==> src/rtl/lepes_generator.sv <==
// ============================================================================
// Module  : lepes_generator
// Brief   : Stepper-motor step pulse generator with trapezoidal ramp profile.
// Rev     : 1.0  initial release
// ============================================================================
`default_nettype none

module lepes_generator #(
    parameter logic [15:0] KEZDO_PERIODUS = 16'd2000,
    parameter logic [15:0] LEPCSO         = 16'd10
) (
    input  logic        clk,
    input  logic        rst,
    input  logic        start,
    input  logic        irany,
    input  logic [15:0] lepesszam,
    input  logic [15:0] periodus,
    input  logic        megallit,
    output logic        lepes,
    output logic        irany_ki,
    output logic        foglalt,
    output logic        kesz,
    output logic [15:0] pozicio
);

    localparam logic [2:0] S_IDLE    = 3'd0;
    localparam logic [2:0] S_GYORSIT = 3'd1;
    localparam logic [2:0] S_HALAD   = 3'd2;
    localparam logic [2:0] S_LASSIT  = 3'd3;
    localparam logic [2:0] S_VEGE    = 3'd4;

    logic [2:0]  r_state;
    logic [15:0] r_timer;
    logic [15:0] r_hatralevo;
    logic [15:0] r_g;
    logic [15:0] r_period;
    logic [15:0] r_target;
    logic [15:0] r_pozicio;
    logic        r_irany;

    logic        w_busy;
    logic        w_step;
    logic [16:0] w_g_plus1;
    logic [15:0] w_h_eff;
    logic [15:0] w_h_next;
    logic [15:0] w_g_dec;
    logic [15:0] w_g_inc;
    logic [16:0] w_up_sum;
    logic [15:0] w_per_up;
    logic [16:0] w_down_lim;
    logic [15:0] w_per_down;
    logic [15:0] w_tgt_min;
    logic [15:0] w_start_tgt;

    assign w_busy = (r_state == S_GYORSIT) || (r_state == S_HALAD) || (r_state == S_LASSIT);
    assign w_step = w_busy && (r_timer == r_period - 16'd1);

    // A stop request caps the remaining steps to what the decel ramp needs;
    // applying it before the step decision makes a coincident step consistent.
    assign w_g_plus1 = {1'b0, r_g} + 17'd1;
    assign w_h_eff   = (megallit && ({1'b0, r_hatralevo} > w_g_plus1)) ? w_g_plus1[15:0] : r_hatralevo;
    assign w_h_next  = w_h_eff - 16'd1;

    assign w_g_dec = (r_g == 16'd0) ? 16'd0 : r_g - 16'd1;
    assign w_g_inc = (r_g == 16'hFFFF) ? r_g : r_g + 16'd1;

    assign w_up_sum   = {1'b0, r_period} + {1'b0, LEPCSO};
    assign w_per_up   = (w_up_sum > {1'b0, KEZDO_PERIODUS}) ? KEZDO_PERIODUS : w_up_sum[15:0];
    assign w_down_lim = {1'b0, r_target} + {1'b0, LEPCSO};
    assign w_per_down = ({1'b0, r_period} > w_down_lim) ? (r_period - LEPCSO) : r_target;

    assign w_tgt_min   = (periodus < KEZDO_PERIODUS) ? periodus : KEZDO_PERIODUS;
    assign w_start_tgt = (w_tgt_min == 16'd0) ? 16'd1 : w_tgt_min;

    always_ff @(posedge clk) begin
        if (rst) begin
            r_state     <= S_IDLE;
            r_timer     <= 16'd0;
            r_hatralevo <= 16'd0;
            r_g         <= 16'd0;
            r_period    <= 16'd0;
            r_target    <= 16'd0;
            r_pozicio   <= 16'd0;
            r_irany     <= 1'b0;
        end else begin
            case (r_state)
                S_IDLE: begin
                    if (start) begin
                        r_irany     <= irany;
                        r_hatralevo <= lepesszam;
                        r_period    <= KEZDO_PERIODUS;
                        r_g         <= 16'd0;
                        r_timer     <= 16'd0;
                        r_target    <= w_start_tgt;
                        r_state     <= (lepesszam == 16'd0) ? S_VEGE : S_GYORSIT;
                    end
                end
                S_VEGE: begin
                    r_state <= S_IDLE;
                end
                S_GYORSIT, S_HALAD, S_LASSIT: begin
                    if (w_step) begin
                        r_timer     <= 16'd0;
                        r_pozicio   <= r_irany ? (r_pozicio + 16'd1) : (r_pozicio - 16'd1);
                        r_hatralevo <= w_h_next;
                        if (w_h_next == 16'd0) begin
                            r_state <= S_VEGE;
                        end else if (w_h_next <= r_g) begin
                            r_state  <= S_LASSIT;
                            r_period <= w_per_up;
                            r_g      <= w_g_dec;
                        end else if (r_state == S_GYORSIT) begin
                            r_period <= w_per_down;
                            r_g      <= w_g_inc;
                            if (w_per_down == r_target) begin
                                r_state <= S_HALAD;
                            end
                        end
                    end else begin
                        r_timer     <= r_timer + 16'd1;
                        r_hatralevo <= w_h_eff;
                        if (megallit) begin
                            r_state <= S_LASSIT;
                        end
                    end
                end
                default: begin
                    r_state <= S_IDLE;
                end
            endcase
        end
    end

    assign lepes    = w_step;
    assign foglalt  = w_busy;
    assign kesz     = (r_state == S_VEGE);
    assign irany_ki = r_irany;
    assign pozicio  = r_pozicio;

endmodule

`default_nettype wire

==> config.mk <==
export PLATFORM = sky130hd
export DESIGN_NAME = lepes_generator
export DESIGN_NICKNAME = d
export VERILOG_FILES = /design/src/rtl/lepes_generator.sv
export SDC_FILE = /design/constraint.sdc
export NUM_CORES = 1
export LEC_CHECK = 0
export BUFFER_PORTS_ARGS = -buffer_cell sky130_fd_sc_hd__buf_2
export CAP_MARGIN = 30
export CORE_AREA = 3 3 155 172
export DETAILED_ROUTE_END_ITERATION = 10
export DIE_AREA = 0 0 158 175
export GPL_TIMING_DRIVEN = 0
export SLEW_MARGIN = 20
export SYNTH_ARGS = -nofsm -noshare
export SYNTH_HDL_FRONTEND = slang
export SYNTH_SLANG_ARGS = --single-unit
==> constraint.sdc <==
create_clock -name clk -period 24.7 [get_ports clk]
set_clock_uncertainty 0.15 [all_clocks]
set_input_delay 4.94 -clock clk [delete_from_list [all_inputs] [get_ports clk]]
set_output_delay 4.94 -clock clk [all_outputs]
set_load 0.005 [all_outputs]
==> implementation parameters, run 1 <==
Parameter                              Value

Die
  Count of boundary I/O pins ... 57
  Std cell rows ... 61
  Die Outline Area ... 27700 sq um
  Placeable core area ... 25100 sq um
  Initial Utilization ... 39.5%
  Die span in y ... 175 um
  Die X-Extent ... 158 um

Setup path
  Critical path required time ... 24820 ps
  CP Data Arrival Time ... 11690 ps
  Highest fanout seen on the critical path ... 10
  CP peak stage delay ... 510 ps
  Total buffers and inverters traversed by the critical path ... 9
  Cell class contributing the biggest share of worst-path delay ... buffers and inverters
  Category of the critical setup timing path ... in2reg
  Most common cell type on the critical path ... sky130_fd_sc_hd__clkbuf_1
  Worst Setup End Kind ... register
  Critical Path Slowest Stage Cell ... sky130_fd_sc_hd__clkbuf_1
  Worst setup SP type ... input pin

Synth
  Count of warnings emitted by yosys ... 0
  Syn_area_per_cell ... 7.31 sq um
  Post-Syn Nets ... 1468
  Share of synthesized flip-flops with an asynchronous set or reset ... 0%
  Cell types occupying the most area after synthesis ... sky130_fd_sc_hd__dfxtp_1 (20%), sky130_fd_sc_hd__ha_1 (9.2%), sky130_fd_sc_hd__xnor2_1 (7.6%), sky130_fd_sc_hd__nor2_1 (6.2%), sky130_fd_sc_hd__a21oi_1 (5.1%)
  Cell area after technology mapping ... 9920 sq um
  Number of instances in the synthesized netlist ... 1357
  Sequential-to-total area share from yosys stat ... 20.2%
  Predominant post-synthesis flop cell ... sky130_fd_sc_hd__dfxtp_1
  Area share of the largest cell type after synthesis ... 20.2%
  Post-synthesis cell type with the largest combined area ... sky130_fd_sc_hd__dfxtp_1
  Count of different cell masters after synthesis ... 84
  Flip-flop and latch count after synthesis ... 100
  Number of synthesized flops with an enable pin ... 0

Pwr
  Areal power density over the cells ... 146 nW/um^2
  Leakage ... 4.29 nW
  Maximum VDD drop ... 0.0704 mV

STA
  Time the final worst path needs with I/O delays and setup ... 11570 ps
  Least-Margin Pin Slew ... 973 ps
  Maximum achievable frequency ... 86.4 MHz
  Final number of hold-violating endpoints ... 0
  Worst hold-check slack ... 326 ps
  Final critical-path share of the clock period ... 46.9%
  Final worst-path setup slack ... 13130 ps
  Post-route setup TNS ... 0 ps
  Number of failing setup endpoints in the final timing report ... 0
  Remaining max-slew budget at the tightest pin ... 35.2%
  Setup repair after global routing missed its margin ... false
  Max-slew violations ... 0

CTS
  Number of buffers inserted to repair setup after CTS ... 0
  Clk root buf ... sky130_fd_sc_hd__clkbuf_16
  Number of buffers on the longest clock path ... 2
  Number of buffers inserted during clock tree synthesis ... 9
  CTS tree ... done
  Count of hold-fix buffers inserted at cts ... 0
  H-tree lvl count ... 3
  Clock latency on the worst-skew pair ... 370 ps
  Clock slew at reported path FFs ... 80 ps
  Post_cts resized ... 0
  TritonCTS Sinks ... 100

Layout
  NumNets Final ... 1538
  Number of diodes added for antenna fixing ... 0
  Fill count ... 2613
  Share of post-route cells with drive strength above 1 ... 9.01%
  Relative area change from synthesis to final layout ... 10.1%

Detailed routing
  Average wire per cell in the routed design ... 19.7 um
  First-pass iteration count of the detailed router ... 5
  Total vias in the final route ... 10546
  Number of nets with antenna violations after detailed routing ... 0
  Final WL ... 34500 um
  Avg Vias per Cell ... 6.04
  Iteration-0 DRC count of the detailed router ... 839
  Remaining design rule violation count ... 0

Global routing
  Number of antenna violations at the first check in global routing ... 0
  Via count of the first global-routing pass ... 9674
  Global-route total usage across every layer ... 24.6%
  Pin count of the biggest net entering global routing ... 17
  Global-route wire length before repair ... 53900 um
  GRT overflow ... 0

Placed design
  Half-perimeter wire length after placement ... 26800 um
  Placement Setup Slack ... 12610 ps
  Number of buffers inserted by port buffering ... 55
  Final weighted congestion in routability-driven placement ... 0.965

Hold path
  Class of the worst hold path ... reg2reg

Flow run
  Maxcap violations ... 0

Run status
  Outcome ... finished clean
-- routing by layer --
| metal | share of wire (%) | wire length, um | track usage, % | vias to the layer above |
|---|---|---|---|---|
| li1 | - | - | - | 5086 |
| met1 | 43 | 14700 | 32.5 | 4967 |
| met2 | 47 | 16100 | 40.2 | 405 |
| met3 | 6.0 | 2080 | 2.75 | 88 |
| met4 | 4.7 | 1630 | 11.0 | 0 |
| met5 | 0 | 0 | 0 | - |
-- cell usage after synthesis, types with 18 or more instances --
cell type / count
sky130_fd_sc_hd__clkbuf_1: 62
sky130_fd_sc_hd__o21ai_0: 62
sky130_fd_sc_hd__nor3_1: 47
sky130_fd_sc_hd__mux2i_1: 21
sky130_fd_sc_hd__nand4_1: 28
sky130_fd_sc_hd__nor2_1: 163
sky130_fd_sc_hd__xnor2_1: 86
sky130_fd_sc_hd__dfxtp_1: 100
sky130_fd_sc_hd__nand3_1: 49
sky130_fd_sc_hd__a211oi_1: 42
sky130_fd_sc_hd__nor4_1: 22
sky130_fd_sc_hd__a21o_1: 18
sky130_fd_sc_hd__nand2_1: 119
sky130_fd_sc_hd__and3_1: 25
sky130_fd_sc_hd__a21oi_1: 102
sky130_fd_sc_hd__xor2_1: 40
sky130_fd_sc_hd__ha_1: 73
sky130_fd_sc_hd__inv_1: 48
-- area by class of cell --
| cell class | count | area [sq um] | area share, % |
|---|---|---|---|
| Timing Repair Buffer | 59 | 298 | 2.73 |
| Inverter | 51 | 191 | 1.75 |
| Clock buffer | 11 | 243 | 2.22 |
| Sequential cell | 100 | 2000 | 18.3 |
| Buffer | 88 | 377 | 3.45 |
| Multi-Input combinational cell | 1118 | 7350 | 67.3 |
| Clock inverter | 5 | 61.3 | 0.561 |
| Tap cell | 315 | 394 | 3.61 |
-- where the power goes --
part / internal [mW] / switching (mW)
registers: 0.188 / 0.0341
logic: 0.447 / 0.766
clock network: 0.0821 / 0.0727
-- worst min-delay path, delay by kind of cell, from the launching register on --
kind	cells	cell delay, ps
and+or+nand+nor	1	60
DFF	1	330
AOI/OAI and AO/OA	1	50
-- worst paths after layout --
kind                                               from                      end  slack (ps)  cells past startpoint
worst max register to register      r_g[0]$_SDFFE_PP0P_      r_g[1]$_SDFFE_PP0P_       14690                     36
worst max-delay path                           megallit      r_g[1]$_SDFFE_PP0P_       13130                     28
worst min register to register  pozicio[8]$_SDFFE_PP0P_  pozicio[8]$_SDFFE_PP0P_         330                      2
worst min-delay path            pozicio[8]$_SDFFE_PP0P_  pozicio[8]$_SDFFE_PP0P_         330                      2
-- cell usage in the layout, fill, tap and decap left out, types with 7 or more instances in the layout --
cell                        count
sky130_fd_sc_hd__a211oi_1      42
sky130_fd_sc_hd__a21o_1        18
sky130_fd_sc_hd__a21oi_1      102
sky130_fd_sc_hd__a22oi_1        8
sky130_fd_sc_hd__a31oi_1       12
sky130_fd_sc_hd__and2_1        14
sky130_fd_sc_hd__and3_1        25
sky130_fd_sc_hd__buf_2         72
sky130_fd_sc_hd__clkbuf_1      63
sky130_fd_sc_hd__clkbuf_16      9
sky130_fd_sc_hd__dfxtp_1      100
sky130_fd_sc_hd__ha_1          73
sky130_fd_sc_hd__inv_1         48
sky130_fd_sc_hd__mux2_2         8
sky130_fd_sc_hd__mux2i_1       21
sky130_fd_sc_hd__nand2_1      119
sky130_fd_sc_hd__nand3_1       49
sky130_fd_sc_hd__nand3b_1      13
sky130_fd_sc_hd__nand4_1       28
sky130_fd_sc_hd__nor2_1       163
sky130_fd_sc_hd__nor3_1        47
sky130_fd_sc_hd__nor3b_1        7
sky130_fd_sc_hd__nor4_1        22
sky130_fd_sc_hd__o211ai_1      12
sky130_fd_sc_hd__o21ai_0       62
sky130_fd_sc_hd__o22ai_1        9
sky130_fd_sc_hd__or2_2          7
sky130_fd_sc_hd__or3_1         10
sky130_fd_sc_hd__or4_1          8
sky130_fd_sc_hd__xnor2_1       86
sky130_fd_sc_hd__xor2_1        40
-- metrics by stage --
stage	power, mW	utilization [%]	instance area, sq um	cells
after detailed placement	1.40	42.2	10600	1729
after CTS	1.56	43.4	10900	1745
after floorplan	1.10	-	9920	1357
after global routing	1.72	43.5	10900	1747
final	1.59	43.5	10900	1747
after global placement	1.39	42.2	10600	1727
-- logic make-up (layout without fill, tap and decap cells) --
logic type      after synthesis  in the layout  synth area share (%)
simple gates                538            538                  26.9
compound gates              349            349                  23.3
buf+inv                     139            214                  5.73
xor+xnor                    126            126                  11.1
flops                       100            100                  20.2
fa+ha+maj                    74             74                  9.41
mux                          31             31                  3.33
-- sequential cells by signal, summed over array words and instances, names as in the netlist --
name,count
r_state,3
r_timer,16
r_hatralevo,16
r_period,16
pozicio,16
r_target,16
irany_ki,1
r_g,16
Note: power is estimated with default switching activity, not from simulation.
==> run 2, diff against run 1 <==
==> constraint.sdc (replaced) <==
create_clock -name clk -period 9.52 [get_ports clk]
set_clock_uncertainty 0.15 [all_clocks]
set_input_delay 1.904 -clock clk [delete_from_list [all_inputs] [get_ports clk]]
set_output_delay 1.904 -clock clk [all_outputs]
set_load 0.005 [all_outputs]
==> implementation parameters, run 2 (synthesis gave the netlist of run 1 again) <==
Parameter                              Value

Setup path
  Category of the critical setup timing path ... reg2reg
  Highest fanout seen on the critical path ... 10
  Worst setup SP type ... register
  Cell class contributing the biggest share of worst-path delay ... simple AND/OR/NAND/NOR gates
  Worst Setup End Kind ... register
  Total buffers and inverters traversed by the critical path ... 8
  CP peak stage delay ... 570 ps
  Critical Path Slowest Stage Cell ... sky130_fd_sc_hd__or4_1
  Critical path required time ... 9630 ps
  Most common cell type on the critical path ... sky130_fd_sc_hd__ha_1
  CP Data Arrival Time ... 9120 ps

Pwr
  Switching power ... 2.34 mW
  Switching part of the total ... 54.1%
  Maximum VDD drop ... 0.229 mV
  Areal power density over the cells ... 391 nW/um^2
  Combinational share of power ... 77.3%
  Leakage ... 4.33 nW
  Clock share of power ... 9.3%
  Part of the power in registers ... 13.4%
  Internal power component ... 1.98 mW
  Total power ... 4.32 mW

STA
  Time the final worst path needs with I/O delays and setup ... 9010 ps
  Final number of hold-violating endpoints ... 0
  Final critical-path share of the clock period ... 94.7%
  Post-route setup TNS ... 0 ps
  Least-Margin Pin Slew ... 950 ps
  Number of failing setup endpoints in the final timing report ... 0
  Maximum achievable frequency ... 111 MHz
  Final worst-path setup slack ... 507 ps
  Max-slew violations ... 0
  Remaining max-slew budget at the tightest pin ... 36.7%
  Setup repair after global routing missed its margin ... false

Die
  Placeable core area ... 25100 sq um
  Die X-Extent ... 158 um
  Die span in y ... 175 um
  Std cell rows ... 61
  Die Outline Area ... 27700 sq um
  Count of boundary I/O pins ... 57
  Initial Utilization ... 39.5%

Placed design
  Final weighted congestion in routability-driven placement ... 0.965
  Number of buffers inserted by port buffering ... 55
  Placement Setup Slack ... -642 ps
  Half-perimeter wire length after placement ... 26800 um
  Number of placed instances with taps included ... 1729

Layout
  Multi-input combinational cell area ... 7430 sq um
  Number of diodes added for antenna fixing ... 0
  Relative area change from synthesis to final layout ... 11.2%
  Most frequent cells in the layout ... sky130_fd_sc_hd__nor2_1 (162), sky130_fd_sc_hd__nand2_1 (117), sky130_fd_sc_hd__a21oi_1 (102)
  Final instance count without filler cells ... 1747
  Most common cell after layout, fill and taps aside ... sky130_fd_sc_hd__nor2_1
  Fill count ... 2595
  Area taken by flip-flops and latches ... 2000 sq um
  Share of post-route cells with drive strength above 1 ... 10.2%
  NumNets Final ... 1538
  Post-route core utilization ... 43.9%

CTS
  Clk root buf ... sky130_fd_sc_hd__clkbuf_16
  Number of buffers inserted during clock tree synthesis ... 9
  Count of hold-fix buffers inserted at cts ... 0
  Number of buffers on the longest clock path ... 2
  Clock slew at reported path FFs ... 80 ps
  CTS tree ... done
  TritonCTS Sinks ... 100
  H-tree lvl count ... 3
  Clock latency on the worst-skew pair ... 370 ps

Hold path
  Class of the worst hold path ... reg2reg

Detailed routing
  First-pass iteration count of the detailed router ... 6
  Avg Vias per Cell ... 5.98
  Total vias in the final route ... 10444
  Number of nets with antenna violations after detailed routing ... 0
  Iteration-0 DRC count of the detailed router ... 786
  Average wire per cell in the routed design ... 19.8 um
  Final WL ... 34500 um
  Remaining design rule violation count ... 0

Global routing
  Pin count of the biggest net entering global routing ... 17
  Global-route total usage across every layer ... 24.6%
  Via count of the first global-routing pass ... 9677
  Global-route wire length before repair ... 53900 um
  Number of antenna violations at the first check in global routing ... 0
  GRT overflow ... 0

Run status
  Outcome ... finished clean

Flow run
  Maxcap violations ... 0
==> run 2: worst min-delay path, stage by stage (launching register included) <==
cell and delay (ps):
sky130_fd_sc_hd__dfxtp_1 330, sky130_fd_sc_hd__nand2_1 60, sky130_fd_sc_hd__a21oi_1 50
==> run 2: per-layer routing <==
metal  vias up  GRT usage [%]  routed length (um)
met2       361           40.4               16300
met5         -              0                   0
met3        72           2.72                1840
li1       5091              -                   -
met1      4920           32.6               14900
met4         0           10.5                1450
==> run 2: through the flow <==
stage               hold WS [ps]  cell area, sq um
CTS                          330             10900
floorplan                    298              9920
global placement             309             10600
detailed placement           319             10600
global route                 359             11000
finish                       325             11000
==> run 2: path summary, 6_finish.rpt <==
kind	start	to	slack, ps	cells after the start
min	pozicio[8]$_SDFFE_PP0P_	pozicio[8]$_SDFFE_PP0P_	330	2
min reg2reg	pozicio[8]$_SDFFE_PP0P_	pozicio[8]$_SDFFE_PP0P_	330	2
max	r_g[0]$_SDFFE_PP0P_	r_period[5]$_SDFFE_PP0P_	510	38
max reg2reg	r_g[0]$_SDFFE_PP0P_	r_period[5]$_SDFFE_PP0P_	510	38
==> run 2: area by class of cell <==
| cell class | instances | share of cell area [%] |
|---|---|---|
| buffer | 86 | 3.44 |
| clock buffer | 11 | 2.20 |
| clock inverter | 5 | 0.556 |
| inverter | 51 | 1.74 |
| multi-input combinational | 1118 | 67.4 |
| sequential | 100 | 18.2 |
| tap | 315 | 3.58 |
| timing repair buffer | 61 | 2.94 |
==> run 2: power by group through the flow <==
| stage | Combinational (mW) | Clock [mW] | Sequential [mW] |
|---|---|---|---|
| after global routing | 3.64 | 0.422 | 0.585 |
| after global placement | 3.02 | 0 | 0.583 |
| after detailed placement | 3.05 | 0 | 0.583 |
| after floorplan | 2.30 | 0 | 0.553 |
| after CTS | 3.11 | 0.405 | 0.574 |
| final | 3.34 | 0.402 | 0.576 |
==> run 2: timing repair <==
action,CTS,global route
endpoints found under the setup margin,31,32
setup buffers,0,3
resized for setup,6,19
